[src/rtl/lcd_bus_driver.sv]
// lcd_bus_driver: owns the power-on init of an 8-bit character LCD, then
// passes the upstream RS/RW/DATA byte stream onto the bus, one byte per slot.
// Every slot latches the bus at ph=0, pulses LCD_E during ph 1..E_HIGH for
// writes, and holds the bus through ph SLOT-1. BYTE_STB at ph=SLOT-2 tells the
// formatters to advance, so their next byte is stable before the next wrap.
module lcd_bus_driver #(
  parameter int SLOT     = 8,
  parameter int E_HIGH   = 3,
  parameter int PWR_WAIT = 20000,
  parameter int CLR_WAIT = 400
) (
  input  logic       CLK,
  input  logic       RESET,
  input  logic       RW_IN,
  input  logic       RS_IN,
  input  logic [7:0] DATA_IN,
  output logic       BYTE_STB,
  output logic       READY,
  output logic       LCD_E,
  output logic       LCD_RS,
  output logic       LCD_RW,
  output logic [7:0] LCD_DATA
);

  // One width covers the power-up wait, the clear wait and the slot phase.
  localparam int MAXV = (PWR_WAIT > CLR_WAIT) ?
                        ((PWR_WAIT > SLOT) ? PWR_WAIT : SLOT) :
                        ((CLR_WAIT > SLOT) ? CLR_WAIT : SLOT);
  localparam int CW   = (MAXV > 1) ? $clog2(MAXV) : 1;

  typedef enum logic [2:0] {
    INIT_WAIT = 3'd0,
    FUNC      = 3'd1,
    DISP      = 3'd2,
    ENTRY     = 3'd3,
    CLEAR     = 3'd4,
    CLR_HOLD  = 3'd5,
    RUN       = 3'd6
  } state_t;

  state_t        state_q, state_d;
  logic [CW-1:0] cnt_q, cnt_d;
  logic [CW-1:0] ph_q, ph_d;
  logic [CW-1:0] ph_next;
  logic          ph_wrap;
  logic          rs_q, rs_d;
  logic          rw_q, rw_d;
  logic [7:0]    data_q, data_d;
  logic          e_q, e_d;
  logic          stb_q, stb_d;
  logic          ready_q, ready_d;

  // States in which the slot phase counter runs and LCD_E may pulse.
  function automatic logic in_slot(input state_t s);
    logic r;
    case (s)
      FUNC, DISP, ENTRY, CLEAR, RUN: r = 1'b1;
      default:                       r = 1'b0;
    endcase
    return r;
  endfunction

  // Next-state, slot phase and next-output computation.
  always_comb begin
    state_d = state_q;
    cnt_d   = cnt_q;
    ph_d    = ph_q;
    rs_d    = rs_q;
    rw_d    = rw_q;
    data_d  = data_q;
    ph_wrap = (ph_q == CW'(SLOT - 1));
    if (ph_wrap) begin
      ph_next = {CW{1'b0}};
    end else begin
      ph_next = ph_q + CW'(1);
    end

    case (state_q)
      INIT_WAIT: begin
        if (cnt_q == CW'(PWR_WAIT - 1)) begin
          cnt_d   = {CW{1'b0}};
          ph_d    = {CW{1'b0}};
          state_d = FUNC;
          rs_d    = 1'b0;
          rw_d    = 1'b0;
          data_d  = 8'h38;
        end else begin
          cnt_d = cnt_q + CW'(1);
        end
      end
      FUNC: begin
        ph_d = ph_next;
        if (ph_wrap) begin
          state_d = DISP;
          rs_d    = 1'b0;
          rw_d    = 1'b0;
          data_d  = 8'h0C;
        end else begin
          state_d = FUNC;
        end
      end
      DISP: begin
        ph_d = ph_next;
        if (ph_wrap) begin
          state_d = ENTRY;
          rs_d    = 1'b0;
          rw_d    = 1'b0;
          data_d  = 8'h06;
        end else begin
          state_d = DISP;
        end
      end
      ENTRY: begin
        ph_d = ph_next;
        if (ph_wrap) begin
          state_d = CLEAR;
          rs_d    = 1'b0;
          rw_d    = 1'b0;
          data_d  = 8'h01;
        end else begin
          state_d = ENTRY;
        end
      end
      CLEAR: begin
        // The Clear command stays on the bus while the LCD finishes clearing.
        ph_d = ph_next;
        if (ph_wrap) begin
          state_d = CLR_HOLD;
        end else begin
          state_d = CLEAR;
        end
      end
      CLR_HOLD: begin
        if (cnt_q == CW'(CLR_WAIT - 1)) begin
          cnt_d   = {CW{1'b0}};
          ph_d    = {CW{1'b0}};
          state_d = RUN;
          rs_d    = RS_IN;
          rw_d    = RW_IN;
          data_d  = DATA_IN;
        end else begin
          cnt_d = cnt_q + CW'(1);
        end
      end
      RUN: begin
        ph_d = ph_next;
        if (ph_wrap) begin
          rs_d   = RS_IN;
          rw_d   = RW_IN;
          data_d = DATA_IN;
        end else begin
          state_d = RUN;
        end
      end
      default: begin
        state_d = INIT_WAIT;
        cnt_d   = {CW{1'b0}};
        ph_d    = {CW{1'b0}};
        rs_d    = 1'b0;
        rw_d    = 1'b1;
        data_d  = 8'h00;
      end
    endcase

    e_d     = in_slot(state_d) && (ph_d >= CW'(1)) && (ph_d <= CW'(E_HIGH)) && !rw_d;
    stb_d   = (state_d == RUN) && (ph_d == CW'(SLOT - 2));
    ready_d = (state_d == RUN);
  end

  // State, counters and all registered outputs; reset drops them at once.
  always_ff @(posedge CLK or posedge RESET) begin
    if (RESET) begin
      state_q <= INIT_WAIT;
      cnt_q   <= {CW{1'b0}};
      ph_q    <= {CW{1'b0}};
      rs_q    <= 1'b0;
      rw_q    <= 1'b1;
      data_q  <= 8'h00;
      e_q     <= 1'b0;
      stb_q   <= 1'b0;
      ready_q <= 1'b0;
    end else begin
      state_q <= state_d;
      cnt_q   <= cnt_d;
      ph_q    <= ph_d;
      rs_q    <= rs_d;
      rw_q    <= rw_d;
      data_q  <= data_d;
      e_q     <= e_d;
      stb_q   <= stb_d;
      ready_q <= ready_d;
    end
  end

  assign LCD_E    = e_q;
  assign LCD_RS   = rs_q;
  assign LCD_RW   = rw_q;
  assign LCD_DATA = data_q;
  assign BYTE_STB = stb_q;
  assign READY    = ready_q;

endmodule

[config.mk]
export PLATFORM = sky130hd
export DESIGN_NAME = lcd_bus_driver
export DESIGN_NICKNAME = d
export VERILOG_FILES = /design/src/rtl/lcd_bus_driver.sv
export SDC_FILE = /design/constraint.sdc
export NUM_CORES = 1
export LEC_CHECK = 0
export ABC_AREA = 1
export CELL_PAD_IN_SITES_DETAIL_PLACEMENT = 0
export CELL_PAD_IN_SITES_GLOBAL_PLACEMENT = 2
export CORE_UTILIZATION = 30
export CTS_CLUSTER_SIZE = 16
export DETAILED_ROUTE_END_ITERATION = 7
export GPL_ROUTABILITY_DRIVEN = 0
export HOLD_SLACK_MARGIN = 0.05
export PLACE_DENSITY_LB_ADDON = 0.1
export SLEW_MARGIN = 20
export SYNTH_ARGS = -nofsm -noshare
export SYNTH_HDL_FRONTEND = slang
export SYNTH_SLANG_ARGS = --single-unit
[constraint.sdc]
create_clock -name CLK -period 4.5 [get_ports CLK]
set_input_delay 0.9 -clock CLK [delete_from_list [all_inputs] [get_ports CLK]]
set_output_delay 0.9 -clock CLK [all_outputs]
set_load 0.05 [all_outputs]
* Word level (Yosys, flattened, before mapping)
Index checks and enable logic that the tools add are counted.
Operators by class: bitwise logic cells 1, add/subtract/negate cells 2, equal/unequal tests 22, multiplexer cells 33, reductions and logical operators 11, magnitude comparators 2
Operators by type and width (number):
- 15-bit case mux with 3 select lines | 2
- 15-bit two-way mux | 5
- 8-bit case mux with 7 select lines | 1
- 8-bit two-way mux | 6
- 15-bit by 1-bit adder with 15-bit output, second input constant | 2
- 15-bit by 3-bit == test with 1-bit output, second input constant | 2
- 3-bit case mux with 7 select lines | 1
- 15-bit == test, second input constant | 1
- 15-bit by 9-bit == test with 1-bit output, second input constant | 1
- 3-bit == test, second input constant | 5
- 15-bit by 1-bit >= comparator with 1-bit output, second input constant | 1
- 15-bit by 2-bit less-or-equal comparator with 1-bit output, second input constant | 1
- 3-bit by 2-bit == test with 1-bit output, second input constant | 4
- 3-bit two-way mux | 4
- 2-bit != test, second input constant | 6
- 1-bit two-way mux | 11
- 1-bit case mux with 5 select lines | 2
- 5-bit OR reduction | 2
- 7-bit AND reduction | 1
- 3-bit by 1-bit == test with 1-bit output, second input constant | 2
- 5-bit AND reduction | 1
- 1-bit logical AND | 4
- 3-bit logical NOT | 1
- 3-bit OR reduction | 1
- 4 further kinds | 4
Storage, ports and cells: output and inout port bits 13, logic and storage cells 80, register bits after elaboration 46

* Depth between registers and ports, before layout
depth after elaboration 9, mapped depth 16

* Least setup slack after synthesis
No wires, ideal clock.
path type reg-to-reg, start reg cnt_q[0], end reg stb_q (netlist: BYTE_STB), required time 4429 ps, data arrival time 1616 ps, setup time 71 ps, cell stages (with the launch flop) 14, setup slack 2812 ps, cells stage by stage dfrtp_1 > ha_1 > nand3_1 > nor2_1 > nand2_2 > nand2_2 > nand2_4 > buf_12 > nand2_2 > and2_4 > nand3_2 > nor2_2 > nand2_1 > nor2_1
Between the ends: cells in the longest elaborated chain, start to end 5, elaborated cells between the ends (all ways) 11, classes of those cells eq/ne (4); mux (6); reduce/logical (1)
Ends and longest elaborated chain:
- start, declared | RTL line 42 | logic [CW-1:0] cnt_q, cnt_d;
- start signal, assigned | RTL line 174 | cnt_q <= {CW{1'b0}};
- start signal, assigned | RTL line 184 | cnt_q <= cnt_d;
- 15-bit by 9-bit == test with 1-bit output / 15-bit == test (equally long branches) | RTL line 134, 80
- 15-bit two-way mux, or another cell as far along | RTL line 134 | if (cnt_q == CW'(CLR_WAIT - 1)) begin
- 15-bit case mux with 3 select lines / 3-bit case mux with 7 select lines (equally long branches) | RTL line 78 | case (state_q)
- 15-bit by 3-bit == test with 1-bit output / 3-bit == test (equally long branches) | RTL line 166 | stb_d = (state_d == RUN) && (ph_d == CW'(SLOT - 2));
- 1-bit logical AND * | RTL line 166
- net stb_d | RTL line 50 | logic stb_q, stb_d;
- end signal, assigned | RTL line 190 | stb_q <= stb_d;
- end, declared | RTL line 50
The timed path passes the listed nets; every way through them passes the cells marked *. A chain may end at the register's enable or synchronous reset.

* Worst setup path in the final report
start reg rw_q (netlist: LCD_RW), end out LCD_RW
RTL lines:
- start, declared | RTL line 47 | logic rw_q, rw_d;
- start signal, assigned | RTL line 187 | rw_q <= rw_d;
- end, declared | RTL line 21 | output logic LCD_RW,
No word-level cell between the ends.

==> impl_metrics.ini <==
[global_route]
grt_pass1_vias = 2602
antenna_found_initial = 0
grt_max_degree = 47
overflow = 0
grt_pass1_wl_mm = 13.8
grt_usage = 0.174

[worst_setup_path]
reg2reg_to = BYTE_STB
cp_num_cells = 1
rrSetupSlack_ns = 2.21
rr_startpoint = state_q[1]
critPathBufInv = 1
critPathMaxStageDelay_ns = 0.79
cp_top_family = buffers and inverters
cp_max_fo = 2
crit_type = flop to output port
cp_slowest_cell = clkdlybuf4s50_1
rr_worst_depth = 10
startpoint_type = flop
cp.required_ns = 3.60
critical_path.endpoint_type = output port
critPathArrivalTime_ns = 1.63
path_cells = clkdlybuf4s50_1

[detailed_routing]
drtIter0Drc = 174
firstDrtPassIters = 4
drcViolationCount = 0
wl_per_cell_um = 14.7
vias = 2668
antenna_left = 0
wirelength_mm = 8.29
vias_per_cell = 4.73

[pwr]
pwr-share-clk = 0.424
p_comb_frac = 0.024
p_sw_w = 0.000161
p_int_w = 0.000588
pwr-share-seq = 0.551
power.share.switching = 0.215
ir_drop_v = 0.000119
power_leakage_nw = 1.54
finalPower_w = 0.000749
powerDensity_nw_per_um2 = 216

[clocking]
cts_buffer_depth = 2
htreeDepth = 2
postCtsSetupBuffers = 0
clk_pin_slew_ns = 0.09
clockRootBuffer = clkbuf_8
tritoncts = yes
clkLatencyLatePin_ns = 0.31
cts_resized = 0
cts-hold-fix-buffers = 0
cts_buffers = 5
cts_sinks = 46

[final_layout]
drive_gt1_frac = 0.153
finalNetCount = 444
diodes = 0
fin_util = 0.354
syn_to_final_growth_pct = 14.1

[timing]
tightest_slew_ns = 0.842
max_slew_margin = 0.438
rsz0062_at_grt = no
tns_ns = 0
layout_min_cycle_time_ns = 2.53
setup_viol_count_final = 0
final_hold_viol_count = 0
drv_slew = 0
fmax_mhz = 395
clock_skew_ns = 0.00746
finalCritPeriodShare = 0.562

[min_path]
whs_endpoint = LCD_RS
min_path_type = flop to flop
hold_depth = 2
hold_path_startpoint = LCD_RS

[run_status]
outcome = finished clean

[logic_synthesis]
syn_inst = 407
synth_fp_nets = 421
synth_seq_cells = 46
yosysTopAreaCell = dfrtp_1
synth_cell_type_count = 45
synthTopCellsByArea = dfrtp_1, nand2_1, nor2_1, nand3_1, inv_1
ys_seq_area_frac = 0.380
synth_top_area_frac = 0.371
synthesis.area_um2 = 3030
avgSynthCellArea_um2 = 7.45
synth_warnings = 0

[floorplan]
fp.dieW_um = 103
initial_core_util = 0.310
dieHeight_um = 103
fp-row-count = 36
io_pins = 25
die-area_um2 = 10500
core_um2 = 9770

[job]
maxCapViolCount = 0

[placement]
place_hpwl_mm = 6.19
portBuffers = 24
cells in the mapped netlist (all sizes together):
cell type	instances
dfrtp	45
o22ai	3
inv	48
o211ai	2
a21o	1
a21boi	3
nand4	5
nand3b	2
a21oi	10
o32ai	1
o2111ai	1
nand3	42
buf	8
nor3	8
or2	1
ha	2
nor3b	1
o21ai	16
o21a	1
o31ai	3
a211oi	1
and2	1
a31oi	4
nor2	76
nand2	110
a41oi	1
nor4	2
dfstp	1
o21bai	2
xor2	5
a22o	1
metrics by stage:
| step | cell area, um2 | hold slack (ns) | worst slack (ns) | std cells |
|---|---|---|---|---|
| floorplan | 3030 | 0.486 | 2.51 | 407 |
| global placement | 3360 | 0.490 | 2.24 | 556 |
| detailed placement | 3360 | 0.498 | 2.22 | 556 |
| CTS | 3460 | 0.523 | 1.95 | 564 |
| global route | 3460 | 0.553 | 1.91 | 564 |
| finish | 3460 | 0.518 | 1.97 | 564 |
final cells by class:
type                    instances  area, um2
flip-flops and latches         46       1150
clock buffers                   7       76.3
inverters                      48        189
repair buffers                 24        240
fillers                      1087       6310
clock inverters                 1       30.0
well taps                     133        166
multi-input cells             305       1610
layer usage:
metal | vias to the layer above | track usage | share of wire
met5 | - | 0 | 0
met4 | 0 | 0.0341 | 0.0087
met3 | 6 | 0.0292 | 0.037
met2 | 46 | 0.272 | 0.43
met1 | 1235 | 0.253 | 0.52
li1 | 1381 | - | -
cell usage in the layout (no fill, tap or decap), types with 7 or more instances in the layout:
cell type | netlist | layout
inv_2 | 7 | 7
inv_1 | 40 | 39
nand3_1 | 39 | 39
o21ai_0 | 10 | 10
clkdlybuf4s50_1 | 0 | 24
nor2_1 | 54 | 54
dfrtp_1 | 45 | 45
nand2_1 | 94 | 94
nor3_1 | 8 | 8
nand2_2 | 11 | 11
nor2_2 | 17 | 17
a21oi_1 | 10 | 10
cells by family (layout without fill, tap and decap cells):
group                      Yosys count  count (layout)  share of synthesized area
AOI/OAI and AO/OA                   50              50                      0.113
xor gates and xnor gates             5               5                     0.0144
adders and majority gates            2               2                    0.00825
buffers and inverters               56              80                     0.0899
DFF                                 46              46                      0.380
and+or+nand+nor                    248             248                      0.394
flip-flops by register name, indices dropped and copies added (netlist names):
name      count
cnt_q        15
ph_q         15
LCD_DATA      8
state_q       3
BYTE_STB      1
LCD_E         1
LCD_RS        1
LCD_RW        1
READY         1
tightest hold or removal path: stages (launching register included):
cell and delay, ns:
dfrtp_1 0.35, o21ai_0 0.08, nand2_1 0.07
power by group through the flow:
stage	Clock [W]	Combinational, W	Sequential, W
2_1_floorplan	0	0.00000606	0.000421
3_3_place_gp	0	0.0000193	0.000421
3_5_place_dp	0	0.0000190	0.000421
4_1_cts	0.000333	0.0000191	0.000413
5_1_grt	0.000342	0.0000208	0.000413
6_report	0.000318	0.0000181	0.000413
worst max path at each step:
stage | from | endpoint | slack, ns
4_1_cts | LCD_RW | LCD_RW | 1.95
3_3_place_gp | state_q[1] | BYTE_STB | 2.24
2_1_floorplan | RESET | BYTE_STB | 2.51
6_report | LCD_RW | LCD_RW | 1.97
3_5_place_dp | state_q[1] | BYTE_STB | 2.22
5_1_grt | LCD_RW | LCD_RW | 1.91
(Power assumes the default switching activity.)
